[config.mk]
export PLATFORM = sky130hd
export DESIGN_NAME = instr_entry
export DESIGN_NICKNAME = d
export VERILOG_FILES = /design/src/rtl/instr_entry.sv
export SDC_FILE = /design/constraint.sdc
export NUM_CORES = 1
export LEC_CHECK = 0
export ABC_CLOCK_PERIOD_IN_PS = 4000
export BUFFER_PORTS_ARGS = -buffer_cell sky130_fd_sc_hd__buf_2
export CORE_UTILIZATION = 56
export DETAILED_ROUTE_END_ITERATION = 8
export HOLD_SLACK_MARGIN = 0.1
export PLACE_DENSITY_LB_ADDON = 0.12
export SYNTH_ARGS = -nofsm -noshare
export SYNTH_HDL_FRONTEND = slang
export SYNTH_SLANG_ARGS = --single-unit
[constraint.sdc]
create_clock -name Clk -period 4 [get_ports Clk]
set_clock_uncertainty 0.1 [all_clocks]
set_input_delay 0.6 -clock Clk [delete_from_list [all_inputs] [get_ports Clk]]
set_output_delay 0.6 -clock Clk [all_outputs]
set_load 0.05 [all_outputs]
[src/rtl/instr_entry.sv]
// Hex-keypad instruction entry: assembles four nibbles into a 16-bit word,
// then issues a handshaked write to instruction memory at an auto-incrementing
// address. A write that is not acknowledged within TIMEOUT cycles parks the
// block in ERROR until Clear or Reset.
module instr_entry #(
    parameter int ADDR_W  = 8,
    parameter int TIMEOUT = 255
) (
    input  logic              Clk,
    input  logic              Reset,
    input  logic [3:0]        NibbleIn,
    input  logic              Enter,
    input  logic              SetAddr,
    input  logic              Clear,
    input  logic              WrAck,
    output logic              WrReq,
    output logic [ADDR_W-1:0] WrAddr,
    output logic [15:0]       WrData,
    output logic [15:0]       Word,
    output logic [2:0]        Count,
    output logic [1:0]        State,
    output logic              Err
);

    typedef enum logic [1:0] {
        COLLECT = 2'd0,
        WRITE   = 2'd1,
        ERROR   = 2'd2
    } state_t;

    // Wait counter only has to reach TIMEOUT-1, so size it to hold TIMEOUT.
    localparam int                CNT_W    = $clog2(TIMEOUT + 1);
    localparam logic [CNT_W-1:0]  WAIT_END = CNT_W'(TIMEOUT - 1);

    state_t              state;
    logic [ADDR_W-1:0]   addr;
    logic [15:0]         word;
    logic [2:0]          count;
    logic [CNT_W-1:0]    wait_cnt;
    logic                wr_req;
    logic                err;
    logic                enter_q;
    logic                set_addr_q;

    logic                enter_edge;
    logic                set_addr_edge;

    // Rising-edge pulses of the level inputs against last cycle's sample.
    assign enter_edge    = Enter   & ~enter_q;
    assign set_addr_edge = SetAddr & ~set_addr_q;

    // Edge-detect history: always tracks the inputs so edges seen in WRITE
    // or ERROR are consumed rather than held back for later.
    always_ff @(posedge Clk) begin
        // NOTE: sequential state uses non-blocking assignments so every
        // register samples pre-edge values regardless of statement order.
        if (Reset) begin
            enter_q    <= 1'b0;
            set_addr_q <= 1'b0;
        end else begin
            enter_q    <= Enter;
            set_addr_q <= SetAddr;
        end
    end

    // Entry FSM with registered outputs; priority is
    // Reset > Clear > WrAck/timeout > SetAddr edge > Enter edge.
    always_ff @(posedge Clk) begin
        if (Reset) begin
            state    <= COLLECT;
            addr     <= '0;
            word     <= '0;
            count    <= '0;
            wait_cnt <= '0;
            wr_req   <= 1'b0;
            err      <= 1'b0;
        end else if (Clear) begin
            state    <= COLLECT;
            word     <= '0;
            count    <= '0;
            wait_cnt <= '0;
            wr_req   <= 1'b0;
            err      <= 1'b0;
        end else begin
            case (state)
                COLLECT: begin
                    if (set_addr_edge) begin
                        // SetAddr beats a simultaneous Enter; the nibble is dropped.
                        addr  <= word[ADDR_W-1:0];
                        count <= '0;
                    end else if (enter_edge) begin
                        word <= {word[11:0], NibbleIn};
                        if (count == 3'd3) begin
                            count    <= 3'd4;
                            state    <= WRITE;
                            wait_cnt <= '0;
                            wr_req   <= 1'b1;
                        end else begin
                            count <= count + 3'd1;
                        end
                    end
                end
                WRITE: begin
                    if (WrAck) begin
                        // Acknowledge wins over a timeout expiring this cycle.
                        addr   <= addr + ADDR_W'(1);
                        count  <= '0;
                        wr_req <= 1'b0;
                        state  <= COLLECT;
                    end else if (wait_cnt == WAIT_END) begin
                        wr_req <= 1'b0;
                        err    <= 1'b1;
                        state  <= ERROR;
                    end else begin
                        wait_cnt <= wait_cnt + CNT_W'(1);
                    end
                end
                ERROR: begin
                    // Hold everything; only Clear or Reset leave this state.
                    err <= 1'b1;
                end
                default: begin
                    state  <= COLLECT;
                    wr_req <= 1'b0;
                    err    <= 1'b0;
                end
            endcase
        end
    end

    // Output mapping: everything visible is a direct register copy.
    assign WrReq  = wr_req;
    assign WrAddr = addr;
    assign WrData = word;
    assign Word   = word;
    assign Count  = count;
    assign State  = state;
    assign Err    = err;

endmodule

* After elaboration in Yosys (flattened, before gate mapping)
Index checks and enable logic that the tools add are counted.
** Operators by class
- Eq/ne operators :: 14
- Reduce and logical (&&, ||, !) cells :: 9
- Add/sub/neg operators :: 3
- Multiplexer cells :: 29
- Bitwise gates (word level) :: 8
** Operator list (number)
- 8-bit 2-to-1 mux :: 7
- 8-bit case mux with 2 select lines :: 2
- 8-bit by 1-bit adder with 8-bit output, second input constant :: 2
- 2-bit != test, second input constant :: 8
- 3-bit 2-to-1 mux :: 4
- 2-bit 2-to-1 mux :: 5
- 3-bit AND reduction :: 3
- 8-bit == test, second input constant :: 1
- 1-bit 2-to-1 mux :: 7
- 3-bit != test, second input constant :: 2
- 1-bit inverter :: 6
- 1-bit case mux with 3 select lines :: 2
- 2-bit case mux with 3 select lines :: 1
- 3-bit case mux with 2 select lines :: 1
- 6-bit AND reduction :: 1
- 5-bit AND reduction :: 1
- 4-bit AND reduction :: 1
- 3-bit by 1-bit adder with 3-bit output, second input constant :: 1
- 3-bit by 2-bit == test with 1-bit output, second input constant :: 1
- 1-bit bitwise AND :: 2
- 2-bit by 1-bit == test with 1-bit output, second input constant :: 1
- 2-bit == test, second input constant :: 1
- 2-bit zero test :: 1
- 2-bit nonzero test :: 1
- 2-bit OR reduction :: 1
** Storage, ports and cells
- Register bits after elaboration :: 41
- Input port bits :: 10

* Depth between registers and ports, before layout
Gate-level depths: netlist (run 1).
- Depth after elaboration :: 5
- Mapped depth :: 7
- Depth with buffers taken out :: 6

* Least setup slack after synthesis (run 1)
No wires, ideal clock.
- Path type :: register to register
- Start point :: register count[0], in the netlist Count[0]
- End point :: register state[1], in the netlist State[1]
- Data arrival time :: 1.979 ns
- Setup time :: 0.095 ns
- Slack :: 1.826 ns
- Cell stages (with the launch flop) :: 7
- Period minus slack after synthesis :: 2.174 ns
- Buffers on the path :: 0
- Cell sequence :: dfxtp_1 > ha_1 > ha_1 > nand3b_1 > o21a_1 > or4_1 > a221oi_1
** On the way
- Longest elaborated chain between the ends :: 3
** RTL lines
- start, declared :: RTL line 38 : logic [2:0] count;
- start signal, assigned :: RTL line 99 : count <= count + 3'd1;
- 3-bit by 2-bit == test with 1-bit output :: RTL line 93 : if (count == 3'd3) begin
- 2-bit != test (no line)
- 5-bit AND reduction (no line)
- end signal, assigned :: RTL line 95 : state <= WRITE;
- end signal, assigned :: RTL line 109 : state <= COLLECT;
- end signal, assigned :: RTL line 113 : state <= ERROR;
- end, declared :: RTL line 35 : state_t state;
No other way between the ends.
A chain may end at the register's enable or synchronous reset.

* Worst setup path in the final report (run 1)
- Start point :: register state[1], in the netlist State[1]
- End point :: register addr[0], in the netlist WrAddr[0]
** On the way
- Longest elaborated chain between the ends :: 3
** RTL lines
- start signal, assigned :: RTL line 70 : state <= COLLECT;
- start signal, assigned :: RTL line 78 : state <= COLLECT;
- start signal, assigned :: RTL line 95
- 2-bit by 1-bit == test with 1-bit output / 2-bit zero test (equally long branches) :: RTL line 85 : case (state)
- 2-bit != test (no line) / 2-bit nonzero test (equally long branches)
- 4-bit AND reduction (no line)
- end signal, assigned :: RTL line 89 : addr <= word[ADDR_W-1:0];
- end signal, assigned :: RTL line 106 : addr <= addr + ADDR_W'(1);
- end, declared :: RTL line 36 : logic [ADDR_W-1:0] addr;
Several ways; a longest one is shown, not always the timed one.

==> flow_summary.yaml, run 1 <==
status:
  status: "finished clean"
sta:
  slew-limit-headroom_pct: 42.90
  fmax_mhz: 415.2
  period_share_pct: 60.21
  grt_setup_unrepaired: "false"
  hold_viol: 0
  tns_ns: 0
  slew_violations: 0
  fin_crit_ns: 2.408
  tightest_slew_ns: 0.8565
  setup_viol: 0
die:
  chipHeight_um: 64.05
  pin_count: 57
  row_count: 22
  die_w_um: 64.05
  core_um2: 3689
  start_util_pct: 58.45
  die-area_um2: 4102
power_and_ir_drop:
  p_per_area_nw_per_um2: 303.8
  p_leak_nw: 1.087
  peakVddDrop_v: 0.0002188
flow_run:
  max_cap_violations: 0
clock_network:
  cts_hold_buf: 0
  numCtsBuffers: 5
  root_buffer: "clkbuf_8"
  h-tree-depth: 2
  post_cts_resized: 0
  cts_tree: "built"
  cts.path.max_buffers: 2
  clk_latency_ns: 0.30
  cts_sinks: 40
  post_cts_buffers: 0
  cts.reportedPaths.clkPinSlew_ns: 0.08
synthesis:
  ys_ff_latch: 40
  syn-num-nets: 264
  synth_cells: 246
  netlist_area_um2: 2156
  synth_warnings: 0
  netlist-cell-type-count: 46
  syn_area_per_cell_um2: 8.763
  ys_seq_area_share_pct: 37.14
placed_design:
  io_buffers: 56
  placedCellCount: 322
  hpwl_um: 3242
  gp_congestion: 0.8303
drt:
  avgRoutedWirePerCell_um: 13.74
  drtPass1Iterations: 4
  vias: 1871
  antenna_left: 0
  routed_wl_um: 4533
  drc_errors: 0
  via_per_inst: 5.670
  drt-initial-drc-count: 143
global_route:
  grt_pass1_vias: 1644
  grt_pass1_wl_um: 7521
  grt-ovfl-total: 0
  antenna_found_initial: 0
  grt_max_degree: 26
  track_usage_pct: 23.41
cells_and_area:
  antenna_cells: 0
  synthToLayoutAreaGrowth_pct: 11.72
  stdcell_count: 330
  nNetsFinal: 299
  drive_gt1_share_pct: 24.82
worst_setup_path:
  cp-endpoint: "WrAddr[0]"
  crit_family: "compound AO/OA/AOI/OAI gates"
  critPathLaunch: "State[1]"
  worst-path-stages: 6
  critPathCaptureType: "flip-flop"
  cp-start-kind: "flip-flop"
  r2r-start: "State[1]"
  critPathRequiredTime_ns: 4.12
  critical-path-max-stage-delay_ns: 0.73
  cp_cell_sequence: "inv_1 -> ha_1 -> mux2i_1 -> a211oi_4 -> a21oi_1 -> a311oi_1"
  cpMaxStageDelayCell: "ha_1"
  ff2ff_path_depth: 6
  critPathBufInv: 1
  r2r_slack_ns: 1.59
  worstPathArrival_ns: 2.53
  critPathKind: "reg -> reg"
  r2r_end: "WrAddr[0]"
  path_max_fanout: 25
worst_hold_path:
  hold_path_class: "reg -> reg"
  min_from: "WrAddr[7]"
cell families after synthesis:
family | Yosys count | share of synthesized area (%)
AND/OR/NAND/NOR | 82 | 19.62
AO/OA/AOI/OAI | 58 | 19.15
flip-flops | 40 | 37.14
buffers and inverters | 37 | 9.692
multiplexers | 21 | 9.750
adder cells (fa/ha/maj) | 8 | 4.643
power breakdown:
group / internal (mW) / switching [mW] / total [mW]
sequential: 0.401 / 0.00372 / 0.405
combinational: 0.0198 / 0.0398 / 0.0596
clock: 0.121 / 0.146 / 0.267
worst min-delay path by stage:
stage                              to  slack (ns)  cells past startpoint
after floorplan           wait_cnt[1]        0.37                      2
after global placement      WrAddr[7]        0.37                      2
after detailed placement    WrAddr[7]        0.38                      2
after CTS                   WrAddr[7]        0.39                      2
after global routing        WrAddr[7]        0.41                      2
final                       WrAddr[7]        0.39                      2
through the flow:
stage | power [mW] | setup WS, ns | hold WS, ns | area (um^2) | util, %
after floorplan | 0.4602 | 1.826 | 0.3703 | 2156 | -
after global placement | 0.4736 | 1.700 | 0.3705 | 2321 | 62.92
after detailed placement | 0.4741 | 1.604 | 0.3752 | 2321 | 62.92
after CTS | 0.7377 | 1.585 | 0.3907 | 2409 | 65.30
after global routing | 0.7596 | 1.368 | 0.4084 | 2409 | 65.30
final | 0.7318 | 1.592 | 0.3935 | 2409 | 65.30
synth_stat cells (all sizes together):
library cell  count  area (um^2)
and2              3        18.77
ha                8        100.1
mux2i            21        210.2
nand4             5        31.28
o221ai            2        17.52
a211o             1        8.760
a22o              2        17.52
a32o              1        10.01
a2bb2oi           1        15.01
nor2             23        86.33
o211ai            1        7.510
and3              3        18.77
nor2b            10        62.56
a41o              1        10.01
or2               2        12.51
or4               1        7.510
a21o              1        7.510
nand3             7        40.04
o31ai             2        15.01
nor3              7        35.03
dfxtp            40        800.8
o311ai            1        8.760
nand3b            1        7.510
o2bb2ai           1        8.760
nand2b            5        31.28
nor4              4        25.02
o21a              3        22.52
a311oi            2        17.52
buf              19        140.1
a21oi            10        53.80
o41ai             1        8.760
o21ai            14        70.07
clkbuf            9        35.03
nand2            10        37.54
inv               9        33.78
and4              1        8.760
a211oi            5        50.05
a221oi            1        8.760
o22ai             3        18.77
a31oi             3        18.77
o31a              2        17.52
final cells by class:
class | count | area [um^2]
Inverter | 9 | 33.78
Clock buffer | 5 | 68.82
Sequential cell | 40 | 800.8
Fill cell | 364 | 1280
Multi-Input combinational cell | 169 | 1146
Timing Repair Buffer | 56 | 280.3
Tap cell | 48 | 60.06
Clock inverter | 3 | 18.77
tightest hold or removal path, stage by stage, from the launching register on:
cell and delay [ns]:
dfxtp_1 0.32, o21ai_0 0.07, a21oi_1 0.06
flip-flops by register name (all words and copies together), names as in the netlist:
name        cells
enter_q         1
Word           16
Count           3
wait_cnt        8
set_addr_q      1
State           2
Err             1
WrAddr          8
cells in the final DEF, fill, tap and decap left out, types with 2 or more instances in the layout:
| cell type | Yosys | layout |
|---|---|---|
| a211oi_1 | 4 | 4 |
| o21ai_0 | 14 | 14 |
| dfxtp_1 | 40 | 40 |
| and2_1 | 3 | 3 |
| nor3_1 | 7 | 7 |
| o31a_1 | 2 | 2 |
| nor4_1 | 4 | 4 |
| nand2b_1 | 5 | 5 |
| o221ai_1 | 2 | 2 |
| nor2b_1 | 10 | 10 |
| nor2_1 | 23 | 23 |
| a31oi_1 | 3 | 3 |
| o31ai_1 | 2 | 2 |
| nand3_1 | 6 | 6 |
| buf_2 | 1 | 56 |
| clkbuf_8 | 0 | 5 |
| a22o_1 | 2 | 2 |
| o22ai_1 | 3 | 3 |
| nand2_1 | 10 | 10 |
| a21oi_1 | 9 | 9 |
| o21a_1 | 3 | 3 |
| or2_2 | 2 | 2 |
| inv_1 | 9 | 9 |
| nand4_1 | 5 | 5 |
| a311oi_1 | 2 | 2 |
| clkinv_2 | 0 | 2 |
| and3_1 | 3 | 3 |
| mux2i_1 | 21 | 21 |
| ha_1 | 8 | 8 |
layer usage:
layer | part of all wire (%) | global-route usage [%]
met1 | 51 | 32.33
met2 | 43 | 35.90
met3 | 5.4 | 5.714
met4 | 1.1 | 6.818
met5 | 0 | 0
No activity file was read; power rests on OpenSTA's default activity.
==> run 2, diff against run 1 <==
--- a/config.mk
+++ b/config.mk
@@ -5,9 +5,10 @@
 export SDC_FILE = /design/constraint.sdc
 export NUM_CORES = 1
 export LEC_CHECK = 0
-export ABC_CLOCK_PERIOD_IN_PS = 4000
+export ABC_AREA = 1
+export ABC_CLOCK_PERIOD_IN_PS = 1900
 export BUFFER_PORTS_ARGS = -buffer_cell sky130_fd_sc_hd__buf_2
-export CORE_UTILIZATION = 56
+export CORE_UTILIZATION = 48
 export DETAILED_ROUTE_END_ITERATION = 8
 export HOLD_SLACK_MARGIN = 0.1
 export PLACE_DENSITY_LB_ADDON = 0.12
==> constraint.sdc (replaced) <==
create_clock -name Clk -period 1.9 [get_ports Clk]
set_clock_uncertainty 0.1 [all_clocks]
set_input_delay 0.285 -clock Clk [delete_from_list [all_inputs] [get_ports Clk]]
set_output_delay 0.285 -clock Clk [all_outputs]
set_load 0.05 [all_outputs]
==> flow_summary.yaml, run 2 <==
power_and_ir_drop:
  clockPowerShare_pct: 33.4
  seqPwrFrac_pct: 50.7
  p_sw_mw: 0.5615
  p_int_mw: 1.188
  report.power.total_mw: 1.749
  peakVddDrop_v: 0.0005109
  swShare_pct: 32.10
  p_leak_nw: 1.165
  p_per_area_nw_per_um2: 695.9
  pwr-share-comb_pct: 15.9
cells_and_area:
  fin_area_um2: 2514
  antenna_cells: 0
  final_common_cell: "nand2_1"
  layout_common_cells: "69 x nand2_1, 56 x nor2_1, 56 x buf_2, 38 x dfxtp_1, 30 x inv_1"
  drive_gt1_share_pct: 24.73
  utilization_pct: 56.94
  synthToLayoutAreaGrowth_pct: 12.93
  stdcell_count: 420
  largest_reg_flops: 16
  nNetsFinal: 385
worst_setup_path:
  ff2ff_path_depth: 9
  cp-endpoint: "wait_cnt[0]"
  cp-start-kind: "flip-flop"
  critPathKind: "reg -> reg"
  r2r_slack_ns: 0.23
  critPathRequiredTime_ns: 1.99
  r2r_end: "wait_cnt[0]"
  critPathCaptureType: "flip-flop"
  worstPathArrival_ns: 1.76
  critPathLaunch: "State[1]"
  r2r-start: "State[1]"
  path_max_fanout: 12
synthesis:
  synth_top_area_share_pct: 35.98
  ys_seq_area_share_pct: 35.98
  async_reset_ff_share_pct: 0
  synthTopCellsByArea: "dfxtp_1 36%, nand2_1 12%, nor2_1 9.4%"
  synth_cells: 325
  synth_top_cell_by_area: "dfxtp_1"
  netlist_area_um2: 2226
  synth.most_common_cell: "nand2_1"
  synth_warnings: 0
  syn-num-nets: 343
  netlist-cell-type-count: 25
  syn_area_per_cell_um2: 6.849
  synth_edf_count: 0
  synthFlopType: "dfxtp_1"
  synth_common_cells: "69 x nand2_1, 56 x nor2_1, 40 x dfxtp_1"
  ys_ff_latch: 40
placed_design:
  placedCellCount: 412
  placed_cell_area_um2: 2419
  post-place-ws_ns: 0.1604
  gp_congestion: 0.8376
  hpwl_um: 3680
  io_buffers: 56
drt:
  drc_errors: 0
  via_per_inst: 4.940
  drt-initial-drc-count: 54
  drtPass1Iterations: 4
  routed_wl_um: 5040
  antenna_left: 0
  avgRoutedWirePerCell_um: 12.00
  vias: 2075
sta:
  tns_ns: 0
  slew-limit-headroom_pct: 75.81
  setup_viol: 0
  hold_ws_ns: 0.1145
  fmax_mhz: 599.0
  hold_viol: 0
  timing.final.ws_setup_ns: 0.2305
  tightest_slew_ns: 0.3615
  period_share_pct: 87.87
  slew_violations: 0
  fin_crit_ns: 1.669
  grt_setup_unrepaired: "false"
status:
  status: "finished clean"
clock_network:
  h-tree-depth: 2
  cts.path.max_buffers: 2
  cts_sinks: 40
  cts_hold_buf: 0
  clk_latency_ns: 0.29
  numCtsBuffers: 5
  cts.reportedPaths.clkPinSlew_ns: 0.09
  cts_tree: "built"
  root_buffer: "clkbuf_8"
global_route:
  grt_max_degree: 21
  antenna_found_initial: 0
  grt_pass1_wl_um: 8535
  grt_pass1_vias: 1879
  track_usage_pct: 21.57
  grt-ovfl-total: 0
die:
  start_util_pct: 50.43
  chipHeight_um: 70.10
  row_count: 24
  core_um2: 4414
  die-area_um2: 4913
  die_w_um: 70.10
  pin_count: 57
flow_run:
  max_cap_violations: 0
worst_hold_path:
  hold_path_class: "in -> reg"
==> run 2: cell count changes in the layout (fill, tap and decap cells not counted), moves of 8 or more <==
cell / change
nor2b_1: -10
nor2_1: +33
mux2i_1: -21
nand2_1: +59
nand3_1: +8
o21ai_0: +14
a21oi_1: +14
inv_1: +21
==> run 2: repair_timing <==
item,in CTS,in global routing
setup endpoints to repair,0,4
hold endpoints to repair,0,0
setup buffers,0,0
resized for setup,0,1
==> run 2: routing by layer <==
metal | global-route usage, % | up-vias | wire length [um]
li1 | - | 1098 | -
met1 | 27.26 | 915 | 2494
met2 | 36.54 | 58 | 2268
met3 | 5.051 | 4 | 227
met4 | 6.222 | 0 | 49
met5 | 0 | - | 0
==> run 2: cells by family after synthesis <==
group	synth area share, %
AND/OR/NAND/NOR	32.10
adder cells (fa/ha/maj)	4.497
AO/OA/AOI/OAI	12.98
buffers and inverters	14.45
flip-flops	35.98
==> run 2: layout make-up <==
| type | count | area, um^2 |
|---|---|---|
| Fill cell | 444 | 1901 |
| Timing Repair Buffer | 60 | 310.3 |
| Sequential cell | 40 | 803.3 |
| Clock inverter | 3 | 23.77 |
| Clock buffer | 5 | 68.82 |
| Inverter | 35 | 136.4 |
| Tap cell | 52 | 65.06 |
| Multi-Input combinational cell | 225 | 1106 |
==> run 2: worst min-delay path by stage <==
stage                start    endpoint  slack, ns  cells past startpoint
2_1_floorplan        Reset   WrAddr[1]       0.25                      1
3_3_place_gp           Err         Err       0.36                      2
3_5_place_dp           Err         Err       0.36                      2
4_1_cts        NibbleIn[3]     Word[3]       0.11                      3
5_1_grt            SetAddr  set_addr_q       0.13                      3
6_report       NibbleIn[3]     Word[3]       0.11                      3
==> run 2: power groups by stage <==
stage	Combinational, mW	Clock, mW	Sequential (mW)
2_1_floorplan	0.152	0	0.978
3_5_place_dp	0.280	0	0.907
4_1_cts	0.281	0.596	0.888
6_report	0.278	0.584	0.887
5_1_grt	0.302	0.630	0.892
3_3_place_gp	0.278	0	0.907
==> run 2: critical path: stages, from the launching register on <==
cell and delay, ns:
dfxtp_2 0.33, inv_1 0.09, ha_1 0.29, inv_4 0.11
nand2_1 0.09, nand3_2 0.09, nor2_4 0.16, nand2_2 0.11
o21ai_1 0.14, nor2_1 0.05
